<file path="src/rtl/class_argmax_writer.sv">
// -----------------------------------------------------------------------------
// class_argmax_writer
//
// Consumes the per-pixel class-score stream (class 0 first, pixels in raster
// order), selects the winning class of each pixel and writes its 8-bit class
// ID into the class-map buffer at the pixel's raster index. One frame is
// processed per accepted start; done is held until the next accepted start.
//
// Ports:
//   clk          rising-edge clock
//   rst          asynchronous active-low reset
//   start        begin a frame (accepted only in IDLE or DONE)
//   score_valid  score beat valid
//   score_data   signed score, SCORE_WIDTH bits
//   score_ready  beat accepted when score_valid && score_ready
//   wr_en        one-cycle buffer write strobe
//   wr_addr      pixel index = row*IMAGE_WIDTH + col
//   wr_data      winning class ID, zero-extended to 8 bits
//   busy         frame in progress (RUN or FLUSH)
//   done         frame complete
//
// Optional feature macro: ARGMAX_CONF_THRESH_EN
//   When defined, a pixel whose winning score is below CONF_THRESH (signed)
//   is written as class 0 (background). Write timing is unchanged.
// -----------------------------------------------------------------------------
module class_argmax_writer #(
    parameter int IMAGE_WIDTH  = 32,
    parameter int IMAGE_HEIGHT = 32,
    parameter int NUM_CLASSES  = 21,
    parameter int SCORE_WIDTH  = 16,
    parameter int CONF_THRESH  = 0
) (
    input  logic                   clk,
    input  logic                   rst,
    input  logic                   start,
    input  logic                   score_valid,
    input  logic [SCORE_WIDTH-1:0] score_data,
    output logic                   score_ready,
    output logic                   wr_en,
    output logic [19:0]            wr_addr,
    output logic [7:0]             wr_data,
    output logic                   busy,
    output logic                   done
);

    localparam int CW = (NUM_CLASSES > 1) ? $clog2(NUM_CLASSES) : 1;
    localparam logic [CW-1:0] LAST_CLASS = CW'(NUM_CLASSES - 1);
    localparam logic [19:0]   LAST_PIXEL = 20'(IMAGE_WIDTH * IMAGE_HEIGHT - 1);

`ifdef ARGMAX_CONF_THRESH_EN
    localparam logic signed [SCORE_WIDTH-1:0] THRESH = SCORE_WIDTH'(CONF_THRESH);
`endif

    typedef enum logic [1:0] {
        S_IDLE,
        S_RUN,
        S_FLUSH,
        S_DONE
    } state_t;

    state_t state;
    state_t state_next;

    logic [CW-1:0]                 cls_cnt;
    logic [19:0]                   pix_cnt;
    logic signed [SCORE_WIDTH-1:0] max_val;
    logic [CW-1:0]                 max_idx;

    logic signed [SCORE_WIDTH-1:0] score_s;
    logic signed [SCORE_WIDTH-1:0] cand_val;
    logic [CW-1:0]                 cand_idx;
    logic [7:0]                    result;
    logic                          beat;
    logic                          last_beat;
    logic                          frame_end;
    logic                          start_ok;

    // ------------------------------------------------------------------
    // Beat qualification and running-max candidate. The candidate already
    // includes the current beat so the final class beat can be written on
    // the very next edge without an extra pipeline stage.
    // ------------------------------------------------------------------
    always_comb begin
        score_s   = score_data;
        beat      = (state == S_RUN) && score_valid;
        last_beat = beat && (cls_cnt == LAST_CLASS);
        frame_end = last_beat && (pix_cnt == LAST_PIXEL);
        start_ok  = start && ((state == S_IDLE) || (state == S_DONE));

        cand_val = max_val;
        cand_idx = max_idx;
        if (cls_cnt == '0) begin
            cand_val = score_s;
            cand_idx = '0;
        end else if (score_s > max_val) begin
            // strict compare: ties keep the lower class index
            cand_val = score_s;
            cand_idx = cls_cnt;
        end

        result = 8'(cand_idx);
`ifdef ARGMAX_CONF_THRESH_EN
        if (cand_val < THRESH) begin
            result = '0;
        end
`endif
    end

    // ------------------------------------------------------------------
    // FSM
    // ------------------------------------------------------------------
    always_ff @(posedge clk or negedge rst) begin
        if (!rst) begin
            state <= S_IDLE;
        end else begin
            state <= state_next;
        end
    end

    always_comb begin
        state_next  = state;
        score_ready = 1'b0;
        busy        = 1'b0;
        done        = 1'b0;
        case (state)
            S_IDLE: begin
                if (start) begin
                    state_next = S_RUN;
                end
            end
            S_RUN: begin
                score_ready = 1'b1;
                busy        = 1'b1;
                if (frame_end) begin
                    state_next = S_FLUSH;
                end
            end
            S_FLUSH: begin
                // final write strobe is on wr_en during this state
                busy       = 1'b1;
                state_next = S_DONE;
            end
            S_DONE: begin
                done = 1'b1;
                if (start) begin
                    state_next = S_RUN;
                end
            end
            default: begin
                state_next = S_IDLE;
            end
        endcase
    end

    // ------------------------------------------------------------------
    // Counters, running max and write port
    // ------------------------------------------------------------------
    always_ff @(posedge clk or negedge rst) begin
        if (!rst) begin
            cls_cnt <= '0;
            pix_cnt <= '0;
            max_val <= '0;
            max_idx <= '0;
            wr_en   <= 1'b0;
            wr_addr <= '0;
            wr_data <= '0;
        end else begin
            wr_en <= 1'b0;
            if (start_ok) begin
                cls_cnt <= '0;
                pix_cnt <= '0;
                max_val <= '0;
                max_idx <= '0;
            end else if (beat) begin
                max_val <= cand_val;
                max_idx <= cand_idx;
                if (last_beat) begin
                    wr_en   <= 1'b1;
                    wr_addr <= pix_cnt;
                    wr_data <= result;
                    cls_cnt <= '0;
                    pix_cnt <= pix_cnt + 20'd1;
                end else begin
                    cls_cnt <= cls_cnt + CW'(1);
                end
            end
        end
    end

endmodule

</file>
<file path="config.mk">
export PLATFORM = sky130hd
export DESIGN_NAME = class_argmax_writer
export DESIGN_NICKNAME = d
export VERILOG_FILES = /design/src/rtl/class_argmax_writer.sv
export SDC_FILE = /design/constraint.sdc
export NUM_CORES = 1
export LEC_CHECK = 0
export ABC_AREA = 1
export CORE_ASPECT_RATIO = 1.1
export CORE_MARGIN = 5
export CORE_UTILIZATION = 55
export DETAILED_ROUTE_END_ITERATION = 16
export PLACE_DENSITY = 0.85
export SYNTH_ARGS = -nofsm -noshare
export SYNTH_HDL_FRONTEND = slang
export SYNTH_SLANG_ARGS = --single-unit
</file>
<file path="constraint.sdc">
create_clock -name clk -period 2.4 [get_ports clk]
set_input_delay 0.72 -clock clk [delete_from_list [all_inputs] [get_ports clk]]
set_output_delay 0.72 -clock clk [all_outputs]
set_load 0.03 [all_outputs]
</file>
==> metrics.md, run 1 <==
| Metric | Value |
|---|---|
| Setup ws final | -0.0361 ns |
| DRT iter0 DRCs | 343 |
| Synth Register Bits | between 70 and 80 |
| Number of distinct library cells after synthesis | 34 |
| Achievable Freq | roughly 0.41 GHz |
| Data required, critical path | ~2.6 ns |
| Routability cong. | between 0.9 and 1 |
| Clk pin slew, worst setup/hold paths | 0.08 ns |
| Overflow after GRT | 0 |
| Synth Flop Type | dfrtp_1 |
| Tcrit/Tclk final | 1.02 |
| First-pass GRT wire length | around 16,000 um |
| Area occupied by multi-input gates | between 1500 and 2000 um2 |
| Post-Syn Area | 3870 um2 |
| Via-to-Cell Ratio | 5.53 |
| Failing checks | negative setup slack |
| Power per cell area | 875 nW/um2 |
| Arrival time at the worst endpoint | 2.68 ns |
| First-pass iteration count of the detailed router | 5 |
| R2R depth | 10 |
| Sequential area share after synthesis | 0.478 |
| Register area | 1850 um2 |
| NetSw | ~0.0017 W |
| Fraction of registers with async set/reset | 1.00 |
| Mapped Avg Cell Area | 8.21 um2 |
| Pint | ~0.0026 W |
| Peak supply drop | 0.000535 V |
| DRC violations left | 0 |
| Hold Crit Class | input pin to async pin |
| Yosys warning count | 0 |
| Max-cap violations | 0 |
| Post-Route Skew | 0.00982 ns |
| Clock tree buffer depth | 2 |
| Row cnt | 32 |
| Critical path class | input pin to register |
| Final number of hold-violating endpoints | 0 |
| Fin nets | 590 |
| # diodes | 0 |
| Comb power frac | 0.428 |
| Area Growth Syn to Fin | 28.4% |
| Core outline area | roughly 6900 um2 |
| Pre-CTS setup slack | -0.403 ns |
| Initial Util | 0.559 |
| Hold WS | 0.358 ns |
| Clk_lat worst skew | 0.35 ns |
| CTS tree | yes |
| Dpl hpwl | around 6700 um |
| Sequential Power Share | 0.352 |
| CP Launch Type | input pin |
| TritonCTS Buffers | 9 |
| Critical path peak fanout | 5 |
| Static Leakage | about 2.5 nW |
| Switching Fraction | 0.402 |
| Ports | 52 |
| Antenna-violating nets left | 0 |
| EDFF count, synth | 0 |
| Number of global-route vias before repair | 3,566 |
| Die outline width | roughly 90 um |
| DIE HEIGHT | between 90 and 100 um |
| CTS sink count | 74 |
| Setup-failing EPs final | 3 |
| Worst Setup End Kind | register |
| Fill count | 490 |
| Clock power share | 0.220 |
| Vias | 3,530 |
| Clk root buf | clkbuf_8 |
| # port buffers | 48 |
| Tmin final | about 2.4 ns |
| Fraction of layout cells with a size suffix above 1 | 0.141 |
| CTS H-tree depth | 3 |
| Postcts setup bufs | 0 |
| Die area | 8820 um2 |
| Total GRT Usage | 0.215 |
| Synth Instances | around 470 |
| Hold_buf cts | 0 |
| Status | complete, but fails checks |
| Final WL | 9860 um |
| Avg WL per Cell | 15.5 um |
| Max-slew violations | 0 |
| Largest net degree at the start of global routing | 75 |
| Initial antenna violation count | 0 |
[logic make-up (layout without fill, tap and decap cells)]
kind of cell             Yosys count  in the layout  synth area share
flip-flops                        74             74             0.478
other                              1              3          0.000968
AO/OA/AOI/OAI                     58             58            0.0817
XOR/XNOR                           3              3           0.00678
buffers and inverters             73            151            0.0778
adder cells (fa/ha/maj)           22             22            0.0711
AND/OR/NAND/NOR                  241            242             0.284
[sequential cells by signal (all words and copies together) (netlist names)]
name and count:
pix_cnt 20, wr_en 1, max_idx 5, wr_addr 20, max_val 16, wr_data 5
cls_cnt 5, state 2
[through the flow]
step	TNS [ns]	utilization	instance area, um2	total power (W)	instances
finish	-0.0570	0.718	4970	0.00435	638
global route	-0.975	0.718	4970	0.00462	638
global placement	-6.98	0.667	4620	0.00307	621
floorplan	0	-	3880	0.00259	474
detailed placement	-10.09	0.667	4620	0.00317	621
CTS	-0.00687	0.703	4870	0.00420	637
[final cells by class]
cell class,instances,share of cell area
timing repair buffer,76,0.150
multi-input combinational,328,0.373
clock inverter,6,0.0133
inverter,59,0.0445
clock buffer,10,0.0257
sequential,74,0.372
tap,85,0.0214
[worst max-delay path, cell delays in order]
cell and delay, ns:
clkdlybuf4s50_1 0.44, ha_2 0.32, nand2_1 0.05, nor2_2 0.12, nand2_1 0.10, nand2_1 0.09
nand2_2 0.08, nand2_2 0.08, nand2_2 0.07, nand3_4 0.09, nand3_4 0.16, buf_6 0.18
nand3_1 0.10, nand2_1 0.08
[cell usage in the layout (no fill, tap or decap), types with 3 or more instances in the layout]
master / n
nand2_2: 8
conb_1: 3
nor4_1: 6
buf_6: 3
clkbuf_8: 9
nor3_1: 8
ha_1: 15
nor2_1: 20
dlygate4sd2_1: 5
clkdlybuf4s50_1: 30
buf_4: 23
o21ai_1: 3
dfrtp_1: 74
inv_2: 3
a21oi_1: 15
ha_4: 6
nand3_1: 38
a21oi_2: 3
nand2_1: 141
dlymetal6s2s_1: 12
nand4_1: 7
clkinvlp_4: 3
inv_1: 56
o21a_1: 3
xor2_1: 3
o21ai_0: 28
[cells in the mapped netlist (all sizes together) (3+ instances only)]
cell | number | share of area
nor2 | 22 | 0.023
o21a | 3 | 0.0058
nand4 | 9 | 0.018
a21oi | 18 | 0.024
nand2 | 150 | 0.15
clkbuf | 8 | 0.0078
ha | 22 | 0.071
buf | 6 | 0.013
inv | 59 | 0.057
nand3 | 42 | 0.062
dfrtp | 74 | 0.48
xor2 | 3 | 0.0068
nor4 | 6 | 0.0097
o21ai | 31 | 0.040
nor3 | 11 | 0.020
[per-layer routing]
layer,vias to the layer above,global-route usage,part of all wire
met2,139,0.366,0.51
met1,1675,0.255,0.39
met3,40,0.0501,0.053
met5,-,0,0
li1,1676,-,-
met4,0,0.105,0.039
[worst paths after layout]
path / to / startpoint / slack (ns)
max: max_val[6] / score_data[4] / -0.04
min: max_val[7] / rst / 0.36
max reg2reg: max_val[6] / max_val[11] / 0.31
min reg2reg: wr_addr[3] / wr_addr[3] / 0.47
max in group asynchronous: pix_cnt[1] / rst / 1.69
min in group clk: wr_addr[3] / wr_addr[3] / 0.47
[timing repair]
| action | in CTS | in global routing |
|---|---|---|
| pin swaps | 10 | 10 |
| cloned | 0 | 1 |
| setup endpoints to repair | 28 | 26 |
| endpoints found under the hold margin | 0 | 0 |
| resized for setup | 14 | 24 |
[power by group through the flow]
stage | Clock [W] | Combinational [W] | Sequential [W]
finish | 0.000959 | 0.00186 | 0.00153
global route | 0.00104 | 0.00203 | 0.00155
CTS | 0.000976 | 0.00170 | 0.00153
detailed placement | 0 | 0.00162 | 0.00155
global placement | 0 | 0.00154 | 0.00153
floorplan | 0 | 0.00107 | 0.00152
(Power assumes the default switching activity.)
==> inputs of run 2 (changes only) <==
GPL_TIMING_DRIVEN = 0   (was default)
==> run 2 against run 1 <==
The run now ends clean. Maximum frequency is 3.1% higher. Flip-flop and latch count stayed put. Clock skew up 0.0045 ns. First-iteration DRC count decreased by 15%. Die area unchanged. Highest routed layer unchanged. Hold slack got worse by 0.070 ns. Clock power increased by 8%. Global-route usage down 0.061 points. Count of clock-buffer cells in the layout rose by 1. Non-clock buffer count shrank 4. Register-to-register slack got worse by 0.21 ns.
==> metrics.md, run 2 (synthesized netlist as in run 1, its figures left out) <==
| Metric | Value |
|---|---|
| Clk pin slew, worst setup/hold paths | 0.09 ns |
| Wire length on met1 | between 4000 and 5000 um |
| Most frequent cells in the layout | nand2_1 (139), dfrtp_1 (74), inv_1 (56), nand3_1 (37), clkdlybuf4s50_1 (29) |
| CP Capture Point | max_val[14] |
| Data required, critical path | 2.70 ns |
| # diodes | 0 |
| CTS tree | yes |
| First-pass iteration count of the detailed router | 5 |
| Worst Setup End Kind | register |
| Power per cell area | 919 nW/um2 |
| TritonCTS Buffers | 9 |
| Top Metal Used | met4 |
| Avg WL per Cell | 17.4 um |
| Fin nets | slightly below 600 |
| Antenna-violating nets left | 0 |
| Regs by FF count | pix_cnt (20), wr_addr (20), max_val (16) |
| Static Leakage | 2.58 nW |
| Setup TNS | 0 ns |
| Largest net degree at the start of global routing | 45 |
| Routability cong. | 0.894 |
| Met2 routed WL | 5650 um |
| Clk_lat worst skew | 0.36 ns |
| Pre-CTS setup slack | -0.579 ns |
| Die area | 8820 um2 |
| Post-Route Skew | roughly 0.014 ns |
| Final number of hold-violating endpoints | 0 |
| Arrival time at the worst endpoint | between 2 and 3 ns |
| Tmin final | 2.36 ns |
| Area Growth Syn to Fin | 30.4% |
| Hold_buf cts | 0 |
| Critical path peak fanout | 5 |
| Max-slew violations | 0 |
| Slew headroom | 0.642 |
| Slew @ Worst Pin | 0.537 ns |
| R2R depth | 15 |
| Ports | 52 |
| Row cnt | 32 |
| Vias | 3,617 |
| # port buffers | 48 |
| Tcrit/Tclk final | 0.985 |
| Setup-failing EPs final | 0 |
| First-pass GRT wire length | around 16,000 um |
| Leading cell type in the layout, fill and taps excluded | nand2_1 |
| Overflow after GRT | 0 |
| Via-to-Cell Ratio | 5.71 |
| Status | finished, final reports clean |
| Initial antenna violation count | 0 |
| Placed insts | 608 |
| Max-cap violations | 0 |
| DRC violations left | 0 |
| Clk root buf | clkbuf_8 |
| Dpl hpwl | 6570 um |
| CTS sink count | 74 |
| DRT iter0 DRCs | about 290 |
| CP Launch Type | input pin |
| Initial Util | 0.559 |
| Setup ws final | 0.0368 ns |
| Reg2Reg Setup Slack | around 0.1 ns |
| RSZ-0062 raised after global routing | true |
| Fraction of layout cells with a size suffix above 1 | 0.135 |
| Final cell count without fillers | 633 |
| Total GRT Usage | 0.214 |
| Number of global-route vias before repair | 3,563 |
| Fill count | 473 |
| Die outline width | 90.0 um |
| Terminus of the critical flop-to-flop path | max_val[14] |
| Core outline area | 6930 um2 |
| Final WL | 11,000 um |
| Final Util | 0.729 |
| Critical path class | input pin to register |
| Hold WS | 0.288 ns |
| Peak supply drop | 0.000710 V |
| Origin of the critical flop-to-flop path | max_val[9] |
| CTS H-tree depth | 3 |
| Met3 WL | 659 um |
| Crit path launch | score_data[9] |
| Clock tree buffer depth | 2 |
| Hold Crit Class | input pin to async pin |
| Achievable Freq | 0.423 GHz |
| DIE HEIGHT | just under 100 um |
==> run 2: what timing repair did <==
item,CTS,global route
setup buffers,4,3
pin swaps,3,20
gates cloned,0,2
resized for setup,7,48
endpoints found under the hold margin,0,0
endpoints found under the setup margin,18,45
==> run 2: worst min-delay path by stage <==
stage	startpoint	end	cells after the start
2_1_floorplan	rst	cls_cnt[0]	0
6_report	rst	max_val[9]	1
4_1_cts	rst	max_val[9]	1
3_3_place_gp	max_val[14]	max_val[14]	2
5_1_grt	rst	max_val[9]	1
3_5_place_dp	max_val[9]	max_val[9]	2
==> run 2: power by group <==
group / total (W) / internal [W] / switching [W] / leakage, nW
clock network: 0.00104 / 0.000541 / 0.000496 / 0.106
logic: 0.00208 / 0.000812 / 0.00126 / 1.45
registers: 0.00153 / 0.00141 / 0.000124 / 1.02
total: 0.00464 / 0.00276 / 0.00188 / 2.58
==> run 2: stage by stage <==
step           cell area [um2]  total power (W)
5_1_grt                   5050          0.00487
3_3_place_gp              4470          0.00294
2_1_floorplan             3880          0.00259
4_1_cts                   4760          0.00413
3_5_place_dp              4490          0.00303
6_report                  5050          0.00464
==> run 2: critical path, cell delays in order <==
cell and delay [ns]:
dlymetal6s2s_1 0.13, ha_1 0.30, nand2_1 0.11, nand2_1 0.06
nand3_1 0.10, nand2_1 0.09, a21oi_2 0.18, buf_4 0.15
nand3_4 0.11, nand3_4 0.10, nand3_4 0.14, nand2_4 0.17
clkbuf_16 0.16, nand2_1 0.06, nand2_1 0.07
==> run 2: cell type report <==
type	instances	area, um2	area share
plain buffers	14	88.8	0.0176
clock buffers	11	151	0.0300
clock inverters	5	60.1	0.0119
inverters	59	221	0.0438
multi-input cells	327	1910	0.379
flip-flops and latches	74	1850	0.367
well taps	85	106	0.0211
repair buffers	58	658	0.130
==> run 2: layer usage <==
| metal | track usage | vias up |
|---|---|---|
| li1 | - | 1673 |
| met1 | 0.262 | 1715 |
| met2 | 0.365 | 177 |
| met3 | 0.0478 | 52 |
| met4 | 0.0893 | 0 |
| met5 | 0 | - |
==> inputs of run 3 (changes only) <==
SKIP_LAST_GASP = 1   (was default)
==> run 3 against run 2 <==
Utilization unchanged. Critical path type unchanged. Total power about the same. Critical path depth unchanged. Setup slack got worse by 0.0034 ns. Non-clock buffer count unchanged. Maximum frequency decreased by 0.14%. Largest power group unchanged. Clock power about the same. Sequential share of layout area unchanged. Wire length increased by 0.18%. Clock skew increased by 0.00068 ns. Cell area unchanged.
==> metrics.md, run 3 (synthesized netlist as in run 1, its figures left out) <==
| Metric | Value |
|---|---|
| Vias | 3,619 |
| Initial Util | 0.559 |
| Critical path class | input pin to register |
| Clock tree buffer depth | 2 |
| Hold Crit Class | input pin to async pin |
| Tmin final | 2.37 ns |
| CTS H-tree depth | 3 |
| Register area | 1850 um2 |
| Setup-failing EPs final | 0 |
| Die outline width | 90.0 um |
| RSZ-0062 raised after global routing | true |
| Origin of the critical flop-to-flop path | max_val[9] |
| Most used cell, CP | nand2_1 |
| Clk_lat worst skew | 0.36 ns |
| Crit path largest cell delay | 0.30 ns |
| Row cnt | 32 |
| # diodes | 0 |
| Slew headroom | 0.647 |
| Final WL | between 10,000 and 15,000 um |
| DIE HEIGHT | 98.0 um |
| Achievable Freq | approximately 0.42 GHz |
| First-pass GRT wire length | roughly 16,000 um |
| Fill count | 473 |
| Tcrit/Tclk final | 0.986 |
| Terminus of the critical flop-to-flop path | max_val[11] |
| CTS tree | yes |
| Total GRT Usage | 0.214 |
| Total power | 0.00465 W |
| Area Growth Syn to Fin | 30.4% |
| Worst Setup End Kind | register |
| Clk pin slew, worst setup/hold paths | 0.09 ns |
| Reg2Reg Setup Slack | 0.10 ns |
| Clk root buf | clkbuf_8 |
| # port buffers | 48 |
| Largest net degree at the start of global routing | 45 |
| Overflow after GRT | 0 |
| Fraction of layout cells with a size suffix above 1 | 0.135 |
| CP Launch Type | input pin |
| Leading cell type in the layout, fill and taps excluded | nand2_1 |
| Final number of hold-violating endpoints | 0 |
| Static Leakage | 2.58 nW |
| Status | finished, final reports clean |
| Cells along the critical path | dlymetal6s2s_1 -> ha_1 -> nand2_1 -> nand2_1 -> nand3_1 -> nand2_1 -> a21oi_2 -> buf_4 -> nand3_4 -> nand3_4 -> nand3_4 -> nand2_4 -> clkbuf_16 -> nand2_1 -> nand2_1 |
| DRC violations left | 0 |
| Final Cell Area | about 5100 um2 |
| Die area | 8820 um2 |
| DRT iter0 DRCs | 290 |
| CTS sink count | 74 |
| Critical path peak fanout | 5 |
| Setup TNS | 0 ns |
| Area occupied by multi-input gates | 1910 um2 |
| Crit path buffers/inverters | 3 |
| Regs by FF count | pix_cnt (20), wr_addr (20), max_val (16) |
| Avg WL per Cell | between 15 and 20 um |
| R2R depth | 15 |
| Critical-path top delay cell | ha_1 |
| Core outline area | 6930 um2 |
| Number of global-route vias before repair | 3,563 |
| Fin nets | 585 |
| Arrival time at the worst endpoint | ~2.7 ns |
| First-pass iteration count of the detailed router | 5 |
| Peak supply drop | 0.000714 V |
| Post-Route Skew | 0.0150 ns |
| Critical path's top delay family | simple AND/OR/NAND/NOR gates |
| Initial antenna violation count | 0 |
| Final Util | 0.729 |
| Placed cell area | between 4000 and 5000 um2 |
| Max-cap violations | 0 |
| Via-to-Cell Ratio | 5.72 |
| Dpl hpwl | between 6000 and 7000 um |
| TritonCTS Buffers | 9 |
| Power per cell area | roughly 920 nW/um2 |
| Hold WS | 0.289 ns |
| Slew @ Worst Pin | 0.529 ns |
| Max-slew violations | 0 |
| Most frequent cells in the layout | nand2_1 (139), dfrtp_1 (74), inv_1 (56), nand3_1 (37), clkdlybuf4s50_1 (29) |
| Routability cong. | 0.894 |
| Data required, critical path | 2.70 ns |
| Antenna-violating nets left | 0 |
| Ports | 52 |
| Crit path launch | score_data[9] |
run 3: cell counts in the layout (fill, tap and decap cells not counted):
Identical to the previous run, type by type.
run 3: power breakdown:
part           leakage, nW  internal (W)  switching, W
clock network        0.106      0.000541      0.000495
logic                 1.45      0.000812       0.00126
registers             1.02       0.00141      0.000125
total                 2.58       0.00276       0.00188
run 3: worst max path at each step:
stage,endpoint,depth (start not counted),slack (ns)
global placement,wr_addr[10],1,-1.93
finish,max_val[11],15,0.03
CTS,max_val[13],12,0.001
global route,max_val[11],15,-0.03
floorplan,max_val[12],10,0.14
detailed placement,max_val[13],11,-0.58
run 3: per-layer routing:
layer	up-vias	share of wire	track usage
met5	-	0	0
met2	190	0.51	0.365
met4	0	0.045	0.0893
met1	1703	0.37	0.262
met3	52	0.070	0.0478
li1	1674	-	-
run 3: layout make-up:
type	instances	share of cell area
sequential	74	0.367
buffer	14	0.0176
clock inverter	5	0.0119
inverter	59	0.0438
clock buffer	11	0.0300
tap	85	0.0211
timing repair buffer	58	0.130
multi-input combinational	327	0.379
run 3: per-stage QoR:
step | setup WS (ns) | std cells
floorplan | 0.136 | 474
global route | -0.0265 | 633
CTS | 0.00123 | 628
global placement | -1.93 | 607
finish | 0.0334 | 633
detailed placement | -0.579 | 608
run 3: what timing repair did:
action | 4_1_cts | 5_1_grt
gates cloned | 0 | 2
hold buffers | 0 | 0
buffers inserted | 4 | 3
pin swaps | 3 | 20
endpoints found under the setup margin | 18 | 45
endpoints found under the hold margin | 0 | 0
resized for setup | 7 | 48
